**config.mk**
```make
export PLATFORM = sky130hd
export DESIGN_NAME = gb_host_arbiter
export DESIGN_NICKNAME = d
export VERILOG_FILES = /design/src/rtl/gb_host_arbiter.sv
export SDC_FILE = /design/constraint.sdc
export NUM_CORES = 1
export LEC_CHECK = 0
export ABC_AREA = 1
export BUFFER_PORTS_ARGS = -buffer_cell sky130_fd_sc_hd__buf_4
export CAP_MARGIN = 20
export CORE_MARGIN = 3
export CORE_UTILIZATION = 43
export DETAILED_ROUTE_END_ITERATION = 7
export GPL_TIMING_DRIVEN = 0
export PLACE_DENSITY = 0.77
export SLEW_MARGIN = 5
export SYNTH_ARGS = -nofsm -noshare
export SYNTH_HDL_FRONTEND = slang
export SYNTH_SLANG_ARGS = --single-unit
```
**constraint.sdc**
```tcl
create_clock -name gb_clk -period 3.95 [get_ports gb_clk]
set_input_delay 0.5925 -clock gb_clk [delete_from_list [all_inputs] [get_ports gb_clk]]
set_output_delay 0.5925 -clock gb_clk [all_outputs]
set_load 0.005 [all_outputs]
```
**src/rtl/gb_host_arbiter.sv**
```systemverilog
// gb_host_arbiter: two-requester round-robin arbiter for the ghostbus host port.
// Serialises single read/write transactions into one-cycle gb_wen/gb_rstb strobes.
//
// Ports:
//   gb_clk, gb_rst           clock, asynchronous active-high reset
//   reqN_valid/we/addr/wdata requester N transaction request (N = 0, 1)
//   reqN_ack                 one-cycle completion pulse
//   reqN_rdata               read result, held until that requester's next read
//   gb_addr/gb_wdata         registered ghostbus address / write data
//   gb_wen/gb_rstb           ghostbus write / read strobes (high only in STROBE)
//   gb_rdata                 ghostbus read data, valid RD_DELAY cycles after gb_rstb
//   busy                     high whenever the arbiter is not idle
module gb_host_arbiter #(
    parameter int GB_AW    = 24,
    parameter int GB_DW    = 32,
    parameter int RD_DELAY = 2
) (
    input  logic             gb_clk,
    input  logic             gb_rst,
    input  logic             req0_valid,
    input  logic             req0_we,
    input  logic [GB_AW-1:0] req0_addr,
    input  logic [GB_DW-1:0] req0_wdata,
    output logic             req0_ack,
    output logic [GB_DW-1:0] req0_rdata,
    input  logic             req1_valid,
    input  logic             req1_we,
    input  logic [GB_AW-1:0] req1_addr,
    input  logic [GB_DW-1:0] req1_wdata,
    output logic             req1_ack,
    output logic [GB_DW-1:0] req1_rdata,
    output logic [GB_AW-1:0] gb_addr,
    output logic [GB_DW-1:0] gb_wdata,
    output logic             gb_wen,
    output logic             gb_rstb,
    input  logic [GB_DW-1:0] gb_rdata,
    output logic             busy
);

    typedef enum logic [1:0] {
        IDLE   = 2'd0,
        STROBE = 2'd1,
        RWAIT  = 2'd2,
        ACK    = 2'd3
    } state_t;

    localparam logic [3:0] CNT_LOAD = 4'(RD_DELAY - 1);
    localparam bit         RD_FAST  = (RD_DELAY == 1);

    state_t     state;
    state_t     state_nxt;
    logic [3:0] cnt;
    logic       last_grant;
    logic       sel;
    logic       we_q;
    logic       any_req;
    logic       win;
    logic       capture;

    // On a tie the requester not granted last wins; otherwise the lone one.
    assign any_req = req0_valid | req1_valid;
    assign win     = (req0_valid & req1_valid) ? ~last_grant : req1_valid;

    // Read data is sampled in the last cycle before ACK.
    assign capture = (state == STROBE && !we_q && RD_FAST) ||
                     (state == RWAIT && cnt == 4'd1);

    // State register
    always_ff @(posedge gb_clk or posedge gb_rst) begin
        if (gb_rst) state <= IDLE;
        else        state <= state_nxt;
    end

    // Next-state logic
    always_comb begin
        state_nxt = state;
        unique case (state)
            IDLE:    if (any_req) state_nxt = STROBE;
            STROBE: begin
                if (we_q || RD_FAST) state_nxt = ACK;
                else                 state_nxt = RWAIT;
            end
            RWAIT:   if (cnt == 4'd1) state_nxt = ACK;
            ACK:     state_nxt = IDLE;
            default: state_nxt = IDLE;
        endcase
    end

    // Datapath registers
    always_ff @(posedge gb_clk or posedge gb_rst) begin
        if (gb_rst) begin
            cnt        <= 4'd0;
            last_grant <= 1'b1;
            sel        <= 1'b0;
            we_q       <= 1'b0;
            gb_addr    <= '0;
            gb_wdata   <= '0;
            req0_rdata <= '0;
            req1_rdata <= '0;
        end else begin
            if (state == IDLE && any_req) begin
                sel      <= win;
                we_q     <= win ? req1_we    : req0_we;
                gb_addr  <= win ? req1_addr  : req0_addr;
                gb_wdata <= win ? req1_wdata : req0_wdata;
            end
            if (state == STROBE && !we_q) cnt <= CNT_LOAD;
            if (state == RWAIT)           cnt <= cnt - 4'd1;
            if (capture) begin
                if (sel) req1_rdata <= gb_rdata;
                else     req0_rdata <= gb_rdata;
            end
            if (state == ACK) last_grant <= sel;
        end
    end

    // Outputs decoded from state so an async reset drops them at once
    always_comb begin
        gb_wen   = (state == STROBE) &  we_q;
        gb_rstb  = (state == STROBE) & ~we_q;
        req0_ack = (state == ACK) & ~sel;
        req1_ack = (state == ACK) &  sel;
        busy     = (state != IDLE);
    end

endmodule

```
After elaboration in Yosys (flattened, before gate mapping)
Index checks and enable logic that the tools add are counted.
Storage, ports and cells
  register bits after elaboration: 129
  input bits: 150
  output and inout bits: 125
Cells by class
  add/sub/neg operators: 1
  equal/unequal tests: 6
  mux-type cells: 10
  bitwise logic cells: 9
  reduce and logical (&&, ||, !) cells: 10
Operators with widths (count)
  32-bit 2-to-1 mux: 1
  24-bit 2-to-1 mux: 1
  4-bit 2-to-1 mux: 2
  2-bit one-hot mux with 4 select lines: 1
  2-bit AND reduction: 3
  1-bit AND: 5
  2-bit equality test, second input constant: 2
  4-bit by 1-bit equality test with 1-bit output, second input constant: 1
  2-bit 2-to-1 mux: 2
  2-bit inequality test, second input constant: 2
  2-bit nonzero test: 2
  4-bit by 1-bit subtractor with 4-bit output, second input constant: 1
  1-bit logical AND: 3
  1-bit 2-to-1 mux: 3
  1-bit inverter: 3
  2-bit by 1-bit equality test with 1-bit output, second input constant: 1
  2-bit logical NOT: 1
  1-bit logical NOT: 1
  1-bit bitwise OR: 1

Logic depth before layout (Yosys ltp)
Gate-level depths: netlist (run 1).
  word-level depth: 4
  depth in mapped cells: 8
  depth with buffers taken out: 7

Worst setup path after synthesis (run 1)
No wires, ideal clock.
  path type: flip-flop to output port
  start point: register sel
  end point: output req1_ack
  data arrival time: 0.903 ns
  slack: 2.455 ns
  cell stages (with the launch flop): 5
  path through: dfrtp_1 buf_2 buf_1 nand2_1 inv_1
On the way
  longest elaborated chain between the ends: 1
RTL lines
  start, declared: RTL line 54  | logic sel;
  start signal, assigned: RTL line 102  | sel <= win;
  1-bit AND: RTL line 122  | req1_ack = (state == ACK) & sel;
  end, declared: RTL line 30  | output logic req1_ack,
Every way passes these cells.

Worst setup path in the final report (run 1)
Ends and elaborated chain as after synthesis.

==> run metrics, run 1 <==
pin count of the biggest net entering global routing 33; Synth Instances 788; GRT Util Overall 25.5%; status finished, final reports clean; Post-Route M1 WL 7940 um; Fin Setup TNS 0 ns; share of cells above drive strength 1 32.1%; Core ar. 0.0136 mm^2; Post-Synthesis Cell Area 0.00612 mm^2; multi-input logic area 0.00253 mm^2; Starting Density 45.2%; asr flop ratio synth 100%; CTS Root Cell clkbuf_16; DIE HEIGHT 125 um; DRC viols 0; final WL 20300 um; IO Pins 275; first-pass GRT wire length 32200 um; I/O Buffers 273; reg-to-reg critical path endpoint req1_rdata[5]; metal3 WL 1920 um; Comb power frac 42.6%; Final Skew 0.00815 ns; vias in the first global route 6350; Crit Path Max Fanout 10; count of different cell masters after synthesis 21; CP Class reg2out; Tightest Pin Transition 0.490 ns; max_cap viols 0; HP Class in2async; largest stage delay on the critical path 0.42 ns; Mean Syn Cell Area 7.77 um^2; Mapped Nets 945; Syn. warnings 0; Layout area overhead 48.9%; FP Rows 42; PD cells 781 mW/mm^2; Sink Count 129; design area 0.00912 mm^2; Worst-path clk slew 0.06 ns; Setup Buffers After CTS 0; initial antenna violation count 0; Pre-antenna DRT Iters 5; Ant. Diodes 0; final setup fails 0; final cell count without fillers 1273; area leader, netlist dfrtp_1; part of the power in registers 33.5%; Tmin final 2.30 ns; sequential share of the synthesized area 52.7%; Clk network pwr share 23.9%; worst path required time 3.36 ns; CTS Buf Count 17; floorplan die width 125 um; ys flop type dfrtp_1; crit path max-delay cell type buf_1; CTS hold repair buffers 0; CP Cell Sequence buf_2, buf_1, nand2_1, inv_1, buf_4; RSZ-0062 raised after global routing no; Post-DP Area 0.00848 mm^2; DRT iter0 DRCs 402; synth top area cells dfrtp_1 52%, nand2_1 27%, nand4_1 6.8%; worst relative slew slack 67.4%; worst path bufs/invs 4; upper clock frequency limit 434 MHz; worst vdd ir 332 uV; R2R setup slack 2.17 ns; number of routed nets with antenna violations 0; Yosys reg bits 129; clk_lat worst skew 0.42 ns; worst r2r path cells 7; startpoint types register; Slew Limit Fails 0; CTS tree yes; CP Capture Type primary output; P_int 4.49 mW; area of the die 0.0157 mm^2; Post-DP HPWL 15200 um; P_leak 5.12 nW; Hold Violations, Final 0; Reg area 0.00323 mm^2; Routed wire per std cell 15.9 um; via count 6471; Post-synth EDFFs 0; routability cong. 0.868; PnR Total Power 7.12 mW; Via density 5.08; total grt overflow 0; Max Root-Sink Buffers 2; Nets 1241; crit path DAT 1.71 ns; H-tree depth 4; top layer in use met4; top-area cell type share of the netlist area 52.3%; switching share of power 36.9%; post-CTS sizing 0; part of the cycle the worst path needs 58.3%; met2 wire length 9990 um; Switch Pwr 2.63 mW; r2r startpoint state[0]; Crit path max-delay family buffers and inverters; Inst Count DP 1241; fillers 1177
-- synthesized netlist by cell type (3+ instances only) --
library cell / instances
buf_1: 3
buf_2: 29
buf_4: 6
buf_6: 3
clkbuf_1: 17
dfrtp_1: 128
ha_1: 7
inv_1: 15
nand2_1: 434
nand3_1: 63
nand4_1: 67
nor2_1: 5
o21ai_0: 3
-- routing by layer --
layer,GRT usage (%),vias up
met3,7.93,34
met1,31.0,3008
met2,43.4,303
li1,-,3126
met4,8.61,0
met5,0,-
-- power by group through the flow --
stage / sequential [mW] / combinational [mW] / clock [mW]
2_1_floorplan: 2.39 / 1.43 / 0
3_3_place_gp: 2.38 / 2.97 / 0
3_5_place_dp: 2.38 / 3.06 / 0
4_1_cts: 2.38 / 3.07 / 1.71
5_1_grt: 2.48 / 3.39 / 1.76
6_report: 2.39 / 3.03 / 1.70
-- worst reg2reg max path, delay by kind of cell, from the launching register on --
family,cells,cell delay [ns]
and+or+nand+nor,3,0.46
DFF,1,0.42
adders and majority gates,1,0.15
buffers and inverters,3,0.64
-- state kept, by name (all words and copies together) (netlist names) --
register and count:
cnt 4, we_q 1, last_grant 1, req1_rdata 32
state 2, gb_addr 24, req0_rdata 32, sel 1
gb_wdata 32
-- cell usage in the layout, fill, tap and decap left out, drive strengths merged, types with 4 or more instances in the layout --
| cell type | synthesis | layout |
|---|---|---|
| dfrtp | 128 | 128 |
| nand3 | 63 | 63 |
| clkbuf | 17 | 37 |
| nand2 | 435 | 435 |
| ha | 7 | 7 |
| clkinv | 0 | 5 |
| clkinvlp | 0 | 4 |
| nor2 | 6 | 6 |
| bufinv | 0 | 4 |
| buf | 41 | 318 |
| o21ai | 4 | 4 |
| nand4 | 67 | 67 |
| inv | 16 | 15 |
-- logic make-up (layout without fill, tap and decap cells) --
family / Yosys count / after routing / synth area share [%]
AO/OA/AOI/OAI: 6 / 6 / 0.695
AND/OR/NAND/NOR: 572 / 572 / 39.3
adder cells (fa/ha/maj): 7 / 7 / 1.43
flip-flops: 129 / 129 / 52.7
buffers and inverters: 74 / 383 / 5.86
-- cell type report --
type                            instances  share of cell area [%]
Sequential cell                       129                    35.4
Tap cell                              176                    2.42
Inverter                               16                   0.700
Clock buffer                           20                    5.01
Timing Repair Buffer                  277                    23.4
Clock inverter                         12                    2.00
Multi-Input combinational cell        585                    27.8
Buffer                                 58                    3.28
-- per-stage QoR --
stage	hold slack, ns	setup slack, ns	utilization (%)
floorplan	0.442	1.76	-
global placement	0.453	0.884	61.9
detailed placement	0.456	2.06	62.5
CTS	0.161	1.60	67.2
global route	0.178	1.51	67.2
finish	0.164	1.65	67.2
-- how the worst max path moves through the flow --
stage            from      endpoint  slack, ns  cells after the start
2_1_floorplan  gb_rst        cnt[0]       1.76                      1
3_3_place_gp   gb_rst  gb_wdata[17]       0.88                      2
3_5_place_dp      sel      req1_ack       2.06                      5
4_1_cts           sel      req1_ack       1.60                      5
5_1_grt           sel      req1_ack       1.51                      5
6_report          sel      req1_ack       1.65                      5
No activity file was read; power rests on OpenSTA's default activity.
==> run 2, diff against run 1 <==
--- a/config.mk
+++ b/config.mk
@@ -5,14 +5,14 @@
 export SDC_FILE = /design/constraint.sdc
 export NUM_CORES = 1
 export LEC_CHECK = 0
-export ABC_AREA = 1
+export ABC_AREA = 0
 export BUFFER_PORTS_ARGS = -buffer_cell sky130_fd_sc_hd__buf_4
 export CAP_MARGIN = 20
 export CORE_MARGIN = 3
-export CORE_UTILIZATION = 43
+export CORE_UTILIZATION = 46
 export DETAILED_ROUTE_END_ITERATION = 7
 export GPL_TIMING_DRIVEN = 0
-export PLACE_DENSITY = 0.77
+export PLACE_DENSITY = 0.8
 export SLEW_MARGIN = 5
 export SYNTH_ARGS = -nofsm -noshare
 export SYNTH_HDL_FRONTEND = slang
==> constraint.sdc (replaced) <==
create_clock -name gb_clk -period 2.2 [get_ports gb_clk]
set_input_delay 0.33 -clock gb_clk [delete_from_list [all_inputs] [get_ports gb_clk]]
set_output_delay 0.33 -clock gb_clk [all_outputs]
set_load 0.005 [all_outputs]
==> run 2 against run 1 <==
Effect of this change: sequential cell count unchanged; clock power increased by 85%; clock skew decreased by 0.0025 ns; sequential share of layout area increased by 1.8 points; critical endpoint is now gb_rstb; largest cell class unchanged.
==> run metrics, run 2 <==
worst hold slack 0.0109 ns (-0.153 ns); worst path required time 1.87 ns (-1.49 ns); ys flop type dfrtp_1; Largest regs gb_wdata (32), req0_rdata (32), req1_rdata (32); pin count of the biggest net entering global routing 42 (+27%); Sink Count 129 (unchanged); commonest cells after routing, fill and taps aside 275 x buf_4, 128 x dfrtp_1, 58 x mux2i_1, 58 x nand2_1, 58 x o21ai_0; RSZ-0062 raised after global routing no; Syn. warnings 0 (unchanged); DRT iter0 DRCs 271 (-33%); worst vdd ir 832 uV (+150%); Synth Instances 435 (-45%); max_cap viols 0 (unchanged); Via density 4.98 (-2.0%); clk_lat worst skew 0.42 ns (about the same); Post-Synthesis Cell Area 0.00569 mm^2 (-7.1%); final WL 16900 um (-17%); final setup fails 0 (unchanged); Nets 888 (-28%); Mapped Nets 592 (-37%); part of the power in registers 34.9% (+1.4 points); GRT Util Overall 24.6% (-0.93 points); Finished Core Util 73.8% (+6.6 points); HP Class in2async; Setup Buffers After CTS 0 (unchanged); Yosys reg bits 129 (unchanged); Mean Syn Cell Area 13.1 um^2 (+68%); CP Class reg2out; Routed wire per std cell 18.6 um (+17%); Worst-path clk slew 0.05 ns (about the same); Core ar. 0.0118 mm^2 (-13%); Hold Violations, Final 0 (unchanged); Pre-antenna DRT Iters 6 (+1); CTS tree yes; IO Pins 275 (unchanged); worst setup path start state[1]; initial antenna violation count 0 (unchanged); Layout area overhead 52.6%; R2R setup slack 0.27 ns (-1.90 ns); number of routed nets with antenna violations 0 (unchanged); crit path DAT 1.67 ns (-0.04 ns); status finished, final reports clean; worst relative slew slack 55.6% (-12 points); DRC viols 0 (unchanged); area leader, netlist dfrtp_1; post-CTS sizing 0 (unchanged); synth cell count leaders 128 x dfrtp_1, 58 x mux2i_1, 58 x nand2_1, 58 x o21ai_0; startpoint types register; Final Skew 0.00569 ns (-0.00245 ns); switching share of power 30.2% (-6.7 points); sequential share of the synthesized area 56.8% (+4.0 points); first-pass GRT wire length 25200 um (-22%); top-area cell type share of the netlist area 56.3% (+4.0 points); upper clock frequency limit 500 MHz; Comb power frac 39.7% (-2.9 points); CTS hold repair buffers 0 (unchanged); Tmin final 2.00 ns; routability cong. 0.805 (-7.3%); Post-DP HPWL 12800 um (-16%); reg-to-reg critical path endpoint gb_wdata[12]; Starting Density 48.4% (+3.2 points); top-count cell post-synth dfrtp_1; DIE HEIGHT 117 um (-6.5%); part of the cycle the worst path needs 90.9%; count of different cell masters after synthesis 35 (+67%); H-tree depth 4 (unchanged); Slew Limit Fails 0 (unchanged); I/O Buffers 274 (+0.37%); P_int 8.62 mW (+92%); FP Rows 39 (-7.1%); asr flop ratio synth 100% (unchanged); CTS Buf Count 17 (unchanged); share of cells above drive strength 1 53.9% (+22 points); vias in the first global route 4750 (-25%); CP Capture Type primary output; worst r2r path cells 7 (unchanged); synth top area cells dfrtp_1 56%, mux2i_1 10%, mux2_4 8.7%; Ant. Diodes 0 (unchanged); r2r startpoint state[0]; Max Root-Sink Buffers 2 (unchanged); Crit Path Max Fanout 5 (-5); total grt overflow 0 (unchanged); Clk network pwr share 25.4% (+1.5 points); via count 4525 (-30%); PD cells 1420 mW/mm^2 (+82%); Switch Pwr 3.73 mW (+42%); area of the die 0.0137 mm^2 (-13%); commonest non-fill, non-tap cell in the layout buf_4; floorplan die width 117 um (-6.5%); CTS Root Cell clkbuf_16; Worst Setup EP gb_rstb; P_leak 4.49 nW (-12%); Post-synth EDFFs 0 (unchanged); Tightest Pin Transition 0.665 ns (+0.176 ns)
run 2: cell types whose count changed after synthesis, sizes merged, moves of 4 or more:
cell    previous run  this run
nand4             67         0
inv               16         6
buf               41        18
nand2            435        59
mux2               0        66
nand3             63         0
clkbuf            17         9
o21ai              4        59
mux2i              0        58
nor2               6         2
run 2: worst min path at each step:
stage / startpoint / endpoint
floorplan: we_q / we_q
global placement: gb_addr[13] / gb_addr[13]
detailed placement: gb_rst / gb_wdata[15]
CTS: gb_rst / gb_wdata[14]
global route: gb_rst / gb_wdata[14]
finish: gb_rst / gb_wdata[15]
run 2: power by group through the flow:
stage	registers (mW)	logic, mW	clock network (mW)
floorplan	4.28	2.24	0
global placement	4.23	4.76	0
detailed placement	4.31	4.91	0
CTS	4.31	4.96	3.18
global route	4.44	5.38	3.29
finish	4.31	4.90	3.14
run 2: kinds of logic (layout without fill, tap and decap cells):
logic type      Yosys count  count (layout)  synth area share [%]
mux                     124             124                  25.4
compound gates           67              67                  6.29
fa+ha+maj                 7               7                  1.54
xor+xnor                  1               1                 0.154
flops                   129             129                  56.8
simple gates             74              74                  5.74
buf+inv                  33             342                  4.09
run 2: metrics by stage:
stage,total power [mW],setup slack (ns),instances,TNS (ns),instance area (um^2)
2_1_floorplan,6.52,0.276,435,0,5690
4_1_cts,12.4,0.0156,908,0,8680
6_report,12.4,0.201,908,0,8680
3_5_place_dp,9.22,0.0628,876,0,8020
3_3_place_gp,8.99,-0.501,873,-63.00,7960
5_1_grt,13.1,0.0930,908,0,8680
run 2: cell type report:
class                           instances  area, um^2
Clock buffer                           23         488
Multi-Input combinational cell        273        2230
Inverter                                6        26.3
Timing Repair Buffer                  277        2120
Tap cell                              164         205
Buffer                                 27         210
Clock inverter                          9         176
Fill cell                             786        3080
Sequential cell                       129        3230
run 2: critical path, cell delays in order (launching register included):
cell and delay (ns):
dfrtp_1 0.42, inv_1 0.12, ha_1 0.16, nor2b_1 0.37
buf_4 0.19
run 2: routing by layer:
layer | share of wire [%] | routed length, um | global-route usage (%)
met1 | 36 | 6150 | 27.0
met2 | 51 | 8560 | 42.0
met3 | 11 | 1830 | 10.8
met4 | 2.1 | 363 | 9.63
met5 | 0 | 0 | 0
